===== src/rtl/execute_stage_pipe.sv =====
// execute_stage_pipe
//   Pipelined Y86-64 execute stage. The ALU, condition-code register and
//   jXX/cmovXX condition logic are combinational. Their results are captured
//   in a single output register, so the stage has a latency of one cycle.
//   A new instruction can be accepted on every cycle.
//
// Ports
//   clk, rst              rising-edge clock; asynchronous active-high reset
//   in_valid              the decode register holds a real instruction
//   icode, ifun           instruction and function codes
//   valA, valB, valC      operands and constant word
//   dstE_in               destination register for valE
//   stall                 hold the output register (also blocks CC writes)
//   bubble                load a NOP into the output register
//   cc_hold               a later stage holds an exception; block CC writes
//   out_valid, icode_out  registered valid flag and icode
//   valE, valA_out        registered ALU result and valA pass-through
//   dstE_out              registered destination (RNONE for an untaken cmov)
//   cnd                   registered condition result
//   cc                    condition-code register {ZF,SF,OF}
//   bad_op                registered illegal-function flag

module execute_stage_pipe #(
    parameter int unsigned WIDTH      = 64,
    parameter int unsigned STACK_STEP = 8,
    parameter logic [3:0]  RNONE      = 4'hF
) (
    input  logic             clk,
    input  logic             rst,
    input  logic             in_valid,
    input  logic [3:0]       icode,
    input  logic [3:0]       ifun,
    input  logic [WIDTH-1:0] valA,
    input  logic [WIDTH-1:0] valB,
    input  logic [WIDTH-1:0] valC,
    input  logic [3:0]       dstE_in,
    input  logic             stall,
    input  logic             bubble,
    input  logic             cc_hold,
    output logic             out_valid,
    output logic [3:0]       icode_out,
    output logic [WIDTH-1:0] valE,
    output logic [WIDTH-1:0] valA_out,
    output logic [3:0]       dstE_out,
    output logic             cnd,
    output logic [2:0]       cc,
    output logic             bad_op
);

    localparam logic [3:0] I_HALT  = 4'h0;
    localparam logic [3:0] I_NOP   = 4'h1;
    localparam logic [3:0] I_RRMOV = 4'h2;
    localparam logic [3:0] I_IRMOV = 4'h3;
    localparam logic [3:0] I_RMMOV = 4'h4;
    localparam logic [3:0] I_MRMOV = 4'h5;
    localparam logic [3:0] I_OPQ   = 4'h6;
    localparam logic [3:0] I_JXX   = 4'h7;
    localparam logic [3:0] I_CALL  = 4'h8;
    localparam logic [3:0] I_RET   = 4'h9;
    localparam logic [3:0] I_PUSH  = 4'hA;
    localparam logic [3:0] I_POP   = 4'hB;

    localparam logic [3:0] ALU_ADD = 4'h0;
    localparam logic [3:0] ALU_SUB = 4'h1;
    localparam logic [3:0] ALU_AND = 4'h2;
    localparam logic [3:0] ALU_XOR = 4'h3;

    localparam logic [WIDTH-1:0] STEP   = WIDTH'(STACK_STEP);
    localparam logic [2:0]       CC_RST = 3'b100;

    // ---------------------------------------------------------------
    // Registered state
    // ---------------------------------------------------------------
    logic             valid_q,  valid_d;
    logic [3:0]       icode_q,  icode_d;
    logic [WIDTH-1:0] vale_q,   vale_d;
    logic [WIDTH-1:0] vala_q,   vala_d;
    logic [3:0]       dste_q,   dste_d;
    logic             cnd_q,    cnd_d;
    logic             bad_q,    bad_d;
    logic [2:0]       cc_q,     cc_d;

    // ---------------------------------------------------------------
    // ALU
    // ---------------------------------------------------------------
    logic [WIDTH-1:0] alu_res;
    logic             op_bad;

    always_comb begin
        alu_res = '0;
        op_bad  = 1'b0;
        case (icode)
            I_OPQ: begin
                case (ifun)
                    ALU_ADD: alu_res = valB + valA;
                    ALU_SUB: alu_res = valB - valA;
                    ALU_AND: alu_res = valB & valA;
                    ALU_XOR: alu_res = valB ^ valA;
                    default: begin
                        alu_res = '0;
                        op_bad  = 1'b1;
                    end
                endcase
            end
            I_RRMOV:        alu_res = valA;
            I_IRMOV:        alu_res = valC;
            I_RMMOV,
            I_MRMOV:        alu_res = valB + valC;
            I_CALL, I_PUSH: alu_res = valB - STEP;
            I_RET,  I_POP:  alu_res = valB + STEP;
            default:        alu_res = '0;
        endcase
    end

    // ---------------------------------------------------------------
    // Condition codes produced by an OPq
    // ---------------------------------------------------------------
    logic sign_a, sign_b, sign_r;
    logic of_calc;
    logic [2:0] cc_calc;
    logic cc_we;

    assign sign_a = valA[WIDTH-1];
    assign sign_b = valB[WIDTH-1];
    assign sign_r = alu_res[WIDTH-1];

    always_comb begin
        of_calc = 1'b0;
        case (ifun)
            ALU_ADD: of_calc = (sign_a == sign_b) && (sign_r != sign_b);
            ALU_SUB: of_calc = (sign_a != sign_b) && (sign_r != sign_b);
            default: of_calc = 1'b0;
        endcase
    end

    assign cc_calc = {(alu_res == '0), sign_r, of_calc};

    // Stall and bubble both kill the CC write, as does an exception further
    // down the pipe, so a squashed OPq never leaves flags behind.
    assign cc_we = in_valid && (icode == I_OPQ) && (ifun <= ALU_XOR) &&
                   !stall && !bubble && !cc_hold;

    // ---------------------------------------------------------------
    // jXX / cmovXX condition, evaluated against the flags as they stand
    // before any write in this cycle
    // ---------------------------------------------------------------
    logic zf, sf, of;
    logic cond_res;
    logic cond_bad;

    assign zf = cc_q[2];
    assign sf = cc_q[1];
    assign of = cc_q[0];

    always_comb begin
        cond_res = 1'b0;
        cond_bad = 1'b0;
        if ((icode == I_RRMOV) || (icode == I_JXX)) begin
            case (ifun)
                4'h0:    cond_res = 1'b1;
                4'h1:    cond_res = (sf ^ of) | zf;
                4'h2:    cond_res = sf ^ of;
                4'h3:    cond_res = zf;
                4'h4:    cond_res = !zf;
                4'h5:    cond_res = !(sf ^ of);
                4'h6:    cond_res = !(sf ^ of) && !zf;
                default: begin
                    cond_res = 1'b0;
                    cond_bad = 1'b1;
                end
            endcase
        end
    end

    // An untaken cmov must not write its destination register.
    logic [3:0] dst_calc;
    assign dst_calc = ((icode == I_RRMOV) && !cond_res) ? RNONE : dstE_in;

    // ---------------------------------------------------------------
    // Output register next-state: stall > bubble > idle > load
    // ---------------------------------------------------------------
    always_comb begin
        valid_d = valid_q;
        icode_d = icode_q;
        vale_d  = vale_q;
        vala_d  = vala_q;
        dste_d  = dste_q;
        cnd_d   = cnd_q;
        bad_d   = bad_q;
        if (stall) begin
            // hold everything
        end else if (bubble || !in_valid) begin
            valid_d = 1'b0;
            icode_d = I_NOP;
            vale_d  = '0;
            vala_d  = '0;
            dste_d  = RNONE;
            cnd_d   = 1'b0;
            bad_d   = 1'b0;
        end else begin
            valid_d = 1'b1;
            icode_d = icode;
            vale_d  = alu_res;
            vala_d  = valA;
            dste_d  = dst_calc;
            cnd_d   = cond_res;
            bad_d   = op_bad | cond_bad;
        end
    end

    assign cc_d = cc_we ? cc_calc : cc_q;

    always_ff @(posedge clk or posedge rst) begin
        if (rst) begin
            valid_q <= 1'b0;
            icode_q <= I_NOP;
            vale_q  <= '0;
            vala_q  <= '0;
            dste_q  <= RNONE;
            cnd_q   <= 1'b0;
            bad_q   <= 1'b0;
            cc_q    <= CC_RST;
        end else begin
            valid_q <= valid_d;
            icode_q <= icode_d;
            vale_q  <= vale_d;
            vala_q  <= vala_d;
            dste_q  <= dste_d;
            cnd_q   <= cnd_d;
            bad_q   <= bad_d;
            cc_q    <= cc_d;
        end
    end

    assign out_valid = valid_q;
    assign icode_out = icode_q;
    assign valE      = vale_q;
    assign valA_out  = vala_q;
    assign dstE_out  = dste_q;
    assign cnd       = cnd_q;
    assign bad_op    = bad_q;
    assign cc        = cc_q;

    // halt has no ALU work; named here so the decode table stays complete
    logic unused_halt;
    assign unused_halt = (icode == I_HALT);

endmodule


===== config.mk =====
export PLATFORM = sky130hd
export DESIGN_NAME = execute_stage_pipe
export DESIGN_NICKNAME = d
export VERILOG_FILES = /design/src/rtl/execute_stage_pipe.sv
export SDC_FILE = /design/constraint.sdc
export NUM_CORES = 1
export LEC_CHECK = 0
export BUFFER_PORTS_ARGS = -buffer_cell sky130_fd_sc_hd__buf_2
export CORE_MARGIN = 5
export CORE_UTILIZATION = 54
export DETAILED_ROUTE_END_ITERATION = 16
export GPL_TIMING_DRIVEN = 1
export MAX_ROUTING_LAYER = met4
export PLACE_DENSITY = 0.84
export SLEW_MARGIN = 15
export SYNTH_ARGS = -nofsm -noshare
export SYNTH_HDL_FRONTEND = slang
export SYNTH_SLANG_ARGS = --single-unit

===== constraint.sdc =====
create_clock -name clk -period 4.1 [get_ports clk]
set_input_delay 0.615 -clock clk [delete_from_list [all_inputs] [get_ports clk]]
set_output_delay 0.615 -clock clk [all_outputs]
set_load 0.1 [all_outputs]

==> results of run 1 <==
-- cell usage after synthesis (7+ instances only) --
| cell | n |
|---|---|
| nor3b_1 | 10 |
| mux2i_1 | 61 |
| nor4_1 | 20 |
| o21bai_1 | 30 |
| dfrtp_1 | 136 |
| ha_1 | 250 |
| or3_1 | 27 |
| mux2_2 | 16 |
| inv_1 | 60 |
| a21o_1 | 61 |
| and4_1 | 7 |
| o2111ai_1 | 7 |
| buf_1 | 9 |
| clkbuf_1 | 156 |
| a222oi_1 | 18 |
| o21a_1 | 24 |
| o221ai_1 | 18 |
| o211ai_1 | 31 |
| o41ai_1 | 10 |
| a22o_1 | 101 |
| o31ai_1 | 22 |
| nand2_1 | 298 |
| a21boi_0 | 12 |
| nand2b_1 | 26 |
| nand3_1 | 48 |
| a31oi_1 | 34 |
| xnor2_1 | 97 |
| a211oi_1 | 32 |
| a22oi_1 | 39 |
| and2_1 | 7 |
| nand4_1 | 92 |
| o21ai_0 | 254 |
| and3_1 | 19 |
| xor2_1 | 107 |
| nor2b_1 | 12 |
| nor2_1 | 194 |
| or2_2 | 12 |
| a21oi_1 | 318 |
| a221oi_1 | 32 |
| o22ai_1 | 26 |
| nor3_1 | 78 |
-- kinds of logic after synthesis --
logic type                 Yosys count
DFF                                142
AOI/OAI and AO/OA                 1145
adders and majority gates          253
xor gates and xnor gates           205
muxes                               77
and+or+nand+nor                    891
buffers and inverters              238
-- per-stage QoR --
stage / cells / setup TNS [ns] / setup WS (ns) / cell area [µm²] / hold slack (ns)
after floorplan: 2951 / -8.52 / -0.903 / 22500 / 0.685
after CTS: 4676 / -11.95 / -0.963 / 33200 / 0.364
after detailed placement: 4605 / -54.55 / -2.17 / 31400 / 0.460
after global placement: 4605 / -42.04 / -1.75 / 31400 / 0.449
-- layer usage --
metal / global-route usage / overflow
met1: 0.811 / 17
met2: 0.904 / 75
met3: 0.714 / 11
met4: 0.701 / 56
met5: - / -
-- repair_timing --
item,4_1_cts
pin swaps,111
setup buffers,46
hold endpoints to repair,0
resized for setup,229
setup endpoints to repair,52
==> run_results.csv, run 1 <==
group,metric,value,unit
placed_design,gp_congestion,1.32,
synth,syn_area,0.0221,mm²
synth,synth_cell_types,90,
clock_network,clock_sinks,142,
synth,synthArstFlopShare,1.00,
grt,grt_use_total,0.801,
clock_network,cts_root_buf,"clkbuf_16",
synth,synth_edf_count,0,
synth,synth_ff_type,"dfrtp_1",
synth,synth_top_family_by_area,"compound AO/OA/AOI/OAI gates",
synth,yosysTopAreaCellShare,0.154,
synth,synthMuxAreaShare,0.0357,
synth,netlist_instances,2951,
synth,synthSimpleGateAreaFrac,0.197,
synth,synth.area.top_cells,"dfrtp_1 15%, ha_1 14%, a21oi_1 7.2%, o21ai_0 5.7%, nand2_1 5.1%",
clock_network,cts_inserted_buffers,17,
floorplan,die_h,212,µm
grt,grt_max_degree,102,
synth,syn-num-nets,3414,
clock_network,clock_path_buffers,2,
synth,synth_area_per_cell,7.50,µm²
synth,yosysWarnings,0,
status,lastStage,"5_1_grt",
floorplan,die_w,212,µm
placed_design,portBuffers,351,
status,error_message,"[ERROR GRT-0232] Routing congestion too high. Check the congestion heatmap in the GUI.",
floorplan,placementRows,74,
synth,ys_seq_area_frac,0.161,
synth,yosys.area_share.adder,0.144,
clock_network,hold_buffers,0,
synth,synth_compound_area_frac,0.338,
floorplan,start_util,0.544,
placed_design,dp_hpwl,96400,µm
status,status,"stopped before the end",
floorplan,num_io_pins,352,
grt,gr-total-overflow,159,
synth,yosysTopAreaCell,"dfrtp_1",
synth,synthXorXnorAreaFrac,0.0815,
clock_network,htreeDepth,4,
synth,ys_seq_elements,142,
==> run 2: changes to the inputs <==
--- a/config.mk
+++ b/config.mk
@@ -7,11 +7,10 @@
 export LEC_CHECK = 0
 export BUFFER_PORTS_ARGS = -buffer_cell sky130_fd_sc_hd__buf_2
 export CORE_MARGIN = 5
-export CORE_UTILIZATION = 54
+export CORE_UTILIZATION = 40
 export DETAILED_ROUTE_END_ITERATION = 16
 export GPL_TIMING_DRIVEN = 1
-export MAX_ROUTING_LAYER = met4
-export PLACE_DENSITY = 0.84
+export PLACE_DENSITY_LB_ADDON = 0.15
 export SLEW_MARGIN = 15
 export SYNTH_ARGS = -nofsm -noshare
 export SYNTH_HDL_FRONTEND = slang
==> constraint.sdc (replaced) <==
create_clock -name clk -period 5.35 [get_ports clk]
set_input_delay 0.8025 -clock clk [delete_from_list [all_inputs] [get_ports clk]]
set_output_delay 0.8025 -clock clk [all_outputs]
set_load 0.1 [all_outputs]
==> run_results.csv, run 2 <==
group,metric,value,unit
synth,synth_ff_type,"dfrtp_1",
synth,synth_area_per_cell,7.50,µm²
grt,antenna_found_initial,3,
grt,grt_pass1_wl,181000,µm
sta,slew_viol_final,0,
placed_design,dp.cells,4619,
cells_and_area,nets,4391,
clock_network,cts.clk_slew.worst_paths,0.06,ns
synth,yosysTopAreaCellShare,0.154,
synth,syn_area,0.0221,mm²
floorplan,num_io_pins,352,
clock_network,cts_tree,"built",
detailed_routing,drc,0,
grt,grt_pass1_vias,28248,
clock_network,clock_path_buffers,2,
pwr,switchingPower,0.00312,W
synth,synthArstFlopShare,1.00,
clock_network,cts_inserted_buffers,17,
sta,maxClockFrequency,181,MHz
synth,ys_seq_elements,142,
cells_and_area,fin_area,0.0314,mm²
pwr,p_clk_frac,0.195,
grt,grt_use_total,0.398,
pwr,sw_frac_of_total,0.481,
synth,netlist_instances,2951,
pwr,power.internal,0.00336,W
worst_setup_path,crit_type,"in2reg",
pwr,comb_power_share,0.624,
synth,ys_seq_area_frac,0.161,
hold_path,hold_depth,2,
floorplan,die_h,245,µm
status,status,"finished with violations",
placed_design,dp_hpwl,105000,µm
worst_setup_path,critPathSlowestCell,"or3_1",
pwr,ir_drop,259,µV
worst_setup_path,critPathMostFrequentCell,"buf_4",
detailed_routing,wl_per_cell,27.0,µm
detailed_routing,wl,126000,µm
clock_network,htreeDepth,4,
clock_network,clock_sinks,142,
pwr,total_power,0.00649,W
clock_network,clock_latency,0.48,ns
detailed_routing,ant_nets,0,
synth,yosysWarnings,0,
placed_design,place_ws,-1.37,ns
detailed_routing,firstDrtPassIters,6,
pwr,power_frac_seq,0.181,
status,violations,"setup timing",
cells_and_area,num-fill-cells,5285,
detailed_routing,vias_per_cell,6.37,
sta,tightestPinTransition,1.28,ns
synth,synth.most_common_cell,"a21oi_1",
sta,layout_setup_ws,-0.169,ns
worst_setup_path,slowest_delay,0.41,ns
sta,rsz0062_at_grt,"yes",
detailed_routing,drt_iter0_drc,3390,
sta,hold_ws,0.464,ns
worst_setup_path,cp-end-kind,"register",
worst_setup_path,crit_required,5.78,ns
sta,fin_crit,5.52,ns
clock_network,hold_buffers,0,
cells_and_area,layout-drive-gt1-share,0.346,
pwr,p_leak,14.9,nW
cells_and_area,layout_common_cells,"775 x buf_4, 348 x buf_2, 302 x a21oi_1",
floorplan,core_area,0.0550,mm²
floorplan,die_w,245,µm
cells_and_area,final_cells,4689,
cells_and_area,area_growth_syn_to_layout,42.1,%
synth,synth.area.top_cells,"dfrtp_1 15%, ha_1 14%, a21oi_1 7.2%, o21ai_0 5.7%, nand2_1 5.1%",
synth,yosysTopAreaCell,"dfrtp_1",
worst_setup_path,cp.arrival,5.94,ns
synth,synth_edf_count,0,
sta,finalSetupViolations,1,
cells_and_area,n_antenna_cell,0,
sta,finClkSkew,0.00628,ns
floorplan,start_util,0.402,
cells_and_area,final_common_cell,"buf_4",
grt,grt_max_degree,95,
pwr,p_per_area,206,mW/mm²
job,maxCapViolations,0,
floorplan,placementRows,86,
sta,fin_crit_sh,1.03,
hold_path,hold_path.class,"reg2reg",
worst_setup_path,reg2reg_depth,8,
worst_setup_path,worstSetupStartpointType,"primary input",
grt,gr-total-overflow,0,
synth,synth_cell_types,90,
synth,synthTopCellsByCount,"318 x a21oi_1, 298 x nand2_1, 254 x o21ai_0",
clock_network,cts_root_buf,"clkbuf_16",
sta,hold_viol_final,0,
synth,syn-num-nets,3414,
floorplan,dieArea,0.0601,mm²
detailed_routing,vias,29846,
worst_setup_path,worstPathMaxFanout,5,
placed_design,placed_cell_area,0.0299,mm²
placed_design,gp_congestion,1.06,
sta,max_slew_margin,0.140,
placed_design,portBuffers,351,
==> run 2: cell counts after synthesis <==
Identical to the previous run, type by type.
==> run 2: power groups by stage <==
| stage | registers, W | logic (W) | clock network, W |
|---|---|---|---|
| global placement | 0.00119 | 0.00374 | 0 |
| global route | 0.00118 | 0.00424 | 0.00132 |
| finish | 0.00117 | 0.00405 | 0.00127 |
| floorplan | 0.00161 | 0.00161 | 0 |
| CTS | 0.00117 | 0.00387 | 0.00128 |
| detailed placement | 0.00119 | 0.00377 | 0 |
==> run 2: routing by layer <==
layer	vias to the layer above	share of wire	track usage
met5	-	0.00010	0
met4	2	0.037	0.122
li1	13272	-	-
met2	1904	0.42	0.593
met3	290	0.12	0.102
met1	14378	0.43	0.564
==> run 2: kinds of logic (layout without fill, tap and decap cells) <==
logic type      Yosys count  count (layout)  share of synthesized area
compound gates         1145            1145                      0.338
xor+xnor                205             205                     0.0815
fa+ha+maj               253             253                      0.144
buf+inv                 238            1228                     0.0430
flops                   142             142                      0.161
mux                      77              77                     0.0357
simple gates            891             891                      0.197
==> run 2: metrics by stage <==
stage	setup TNS, ns	utilization
4_1_cts	-0.0949	0.565
2_1_floorplan	0	-
3_5_place_dp	-11.21	0.543
5_1_grt	-0.485	0.572
3_3_place_gp	-10.18	0.543
6_report	-0.169	0.572
==> run 2: what timing repair did <==
action	4_1_cts	5_1_grt
resized for setup	103	68
setup endpoints to repair	9	16
setup buffers	24	15
pin swaps	55	43
==> run 2: area by class of cell <==
cell class	count	area, µm²	share of cell area
tap	748	936	0.0298
timing repair buffer	1136	7740	0.246
clock inverter	13	149	0.00474
clock buffer	19	443	0.0141
inverter	60	235	0.00748
sequential	142	3560	0.113
multi-input combinational	2571	18400	0.585
==> run 2: final timing paths <==
check	start	endpoint	slack, ns
worst min-delay path	dstE_out[3]	dstE_out[3]	0.46
max in group asynchronous	rst	valA_out[8]	3.67
worst min register to register	dstE_out[3]	dstE_out[3]	0.46
worst max-delay path	valA[2]	cc[2]	-0.17
min in group asynchronous	rst	valE[0]	0.48
worst max register to register	cc[0]	dstE_out[2]	3.64
==> run 2: worst max-delay path, delay by kind of cell <==
family,cells,cell delay (ns)
AO/OA/AOI/OAI,10,2.08
buffers and inverters,8,1.17
XOR/XNOR,2,0.16
AND/OR/NAND/NOR,7,1.30
adder cells (fa/ha/maj),1,0.39
(Power assumes the default switching activity.)
==> run 3: changes to the inputs <==
--- a/config.mk
+++ b/config.mk
@@ -15,3 +15,4 @@
 export SYNTH_ARGS = -nofsm -noshare
 export SYNTH_HDL_FRONTEND = slang
 export SYNTH_SLANG_ARGS = --single-unit
+export TNS_END_PERCENT = 5
==> run_results.csv, run 3 (synthesis gave the netlist of run 2 again) <==
group,metric,value,unit
detailed_routing,ant_nets,0,
floorplan,die_h,245,µm
detailed_routing,drt_iter0_drc,3640,
worst_setup_path,worstSetupStartpointType,"primary input",
status,violations,"setup timing",
sta,slew_viol_final,0,
cells_and_area,area_growth_syn_to_layout,42.0,%
pwr,p_per_area,206,mW/mm²
worst_setup_path,reg2reg_to,"dstE_out[2]",
detailed_routing,wl_per_cell,27.0,µm
grt,gr-max-usage-layer,"met2",
grt,met2_usage,0.593,
job,maxCapViolations,0,
clock_network,clock_sinks,142,
clock_network,htreeDepth,4,
grt,gr-total-overflow,0,
detailed_routing,wl,126000,µm
clock_network,cts_tree,"built",
floorplan,placementRows,86,
clock_network,clock_path_buffers,2,
detailed_routing,firstDrtPassIters,7,
grt,grt_use_met3,0.102,
grt,grt_use_total,0.398,
cells_and_area,final_cells,4684,
detailed_routing,vias_per_cell,6.34,
grt,grt_pass1_wl,181000,µm
cells_and_area,nets,4386,
sta,fin_crit,5.53,ns
placed_design,dp.cells,4619,
floorplan,num_io_pins,352,
clock_network,cts_root_buf,"clkbuf_16",
sta,layout_setup_ws,-0.182,ns
worst_setup_path,worstSetupEndpoint,"cc[2]",
floorplan,start_util,0.402,
sta,finClkSkew,0.00634,ns
sta,hold_viol_final,0,
sta,hold_ws,0.464,ns
grt,antenna_found_initial,3,
grt,grt_max_degree,95,
floorplan,die_w,245,µm
floorplan,dieArea,0.0601,mm²
sta,fin_crit_sh,1.03,
worst_setup_path,rrSetupSlack,3.64,ns
placed_design,dp_hpwl,105000,µm
worst_setup_path,crit_required,5.78,ns
worst_setup_path,cp-end-kind,"register",
sta,max_slew_margin,0.109,
detailed_routing,vias,29680,
detailed_routing,drc,0,
worst_setup_path,crit_start,"valA[0]",
pwr,ir_drop,261,µV
grt,grt_pass1_vias,28248,
placed_design,portBuffers,351,
clock_network,hold_buffers,0,
worst_setup_path,critPathMostFrequentCell,"buf_4",
cells_and_area,final_common_cell,"buf_4",
cells_and_area,layout_common_cells,"770 x buf_4, 348 x buf_2, 302 x a21oi_1",
sta,fin_tns_setup,-0.182,ns
worst_setup_path,critPathSlowestCell,"or3_1",
worst_setup_path,r2r_start,"cc[0]",
worst_setup_path,slowest_delay,0.42,ns
placed_design,gp_congestion,1.06,
cells_and_area,n_antenna_cell,0,
status,status,"finished with violations",
clock_network,cts_inserted_buffers,17,
grt,met1_usage,0.564,
worst_setup_path,crit_type,"in2reg",
worst_setup_path,worstPathMaxFanout,5,
cells_and_area,layout-drive-gt1-share,0.345,
worst_setup_path,cp.arrival,5.96,ns
worst_setup_path,reg2reg_depth,8,
sta,rsz0062_at_grt,"yes",
sta,finalSetupViolations,1,
sta,tightestPinTransition,1.33,ns
floorplan,core_area,0.0550,mm²
clock_network,cts.clk_slew.worst_paths,0.06,ns
hold_path,min_from,"dstE_out[3]",
clock_network,clock_latency,0.49,ns
pwr,p_leak,14.9,nW
hold_path,hold_path.class,"reg2reg",
sta,maxClockFrequency,181,MHz
## run 3: worst min-delay path by stage
| stage | endpoint | cells after the start | slack (ns) |
|---|---|---|---|
| 6_report | dstE_out[3] | 2 | 0.46 |
| 5_1_grt | dstE_out[2] | 2 | 0.49 |
| 4_1_cts | dstE_out[3] | 2 | 0.47 |
| 3_5_place_dp | dstE_out[3] | 2 | 0.46 |
| 3_3_place_gp | dstE_out[0] | 2 | 0.45 |
| 2_1_floorplan | dstE_out[0] | 2 | 0.69 |
## run 3: critical path, delay by kind of cell
family	cells	cell delay, ns
adder cells (fa/ha/maj)	2	0.55
XOR/XNOR	2	0.17
AO/OA/AOI/OAI	9	1.90
buffers and inverters	9	1.09
AND/OR/NAND/NOR	7	1.44
## run 3: cell type report
cell class                      instances  area [µm²]
Sequential cell                       142        3560
Fill cell                            5286       23600
Clock inverter                         13         149
Inverter                               60         235
Multi-Input combinational cell       2571       18400
Timing Repair Buffer                 1131        7700
Tap cell                              748         936
Clock buffer                           19         443
## run 3: routing by layer
layer | wire (µm) | share of wire
met1 | 54400 | 0.43
met2 | 52600 | 0.42
met3 | 14700 | 0.12
met4 | 4510 | 0.036
met5 | 27 | 0.00021
## run 3: stage by stage
| step | setup slack [ns] | area, µm² | total power, W | util |
|---|---|---|---|---|
| finish | -0.182 | 31400 | 0.00648 | 0.571 |
| global route | -0.358 | 31400 | 0.00673 | 0.571 |
| CTS | -0.0949 | 31100 | 0.00632 | 0.565 |
| detailed placement | -1.37 | 29900 | 0.00496 | 0.543 |
| global placement | -1.36 | 29900 | 0.00493 | 0.543 |
| floorplan | 0.0000653 | 22200 | 0.00322 | - |
## run 3: power by group
| part | leakage (nW) | total, W | switching [W] | internal [W] |
|---|---|---|---|---|
| clock | 0.288 | 0.00127 | 0.000597 | 0.000672 |
| combinational | 12.7 | 0.00404 | 0.00249 | 0.00155 |
| sequential | 1.91 | 0.00117 | 0.0000405 | 0.00113 |
## run 3: timing repair
| item | CTS | global route |
|---|---|---|
| setup buffers | 24 | 10 |
| endpoints found under the setup margin | 9 | 16 |
| pin swaps | 55 | 41 |
| gates resized for setup | 103 | 65 |
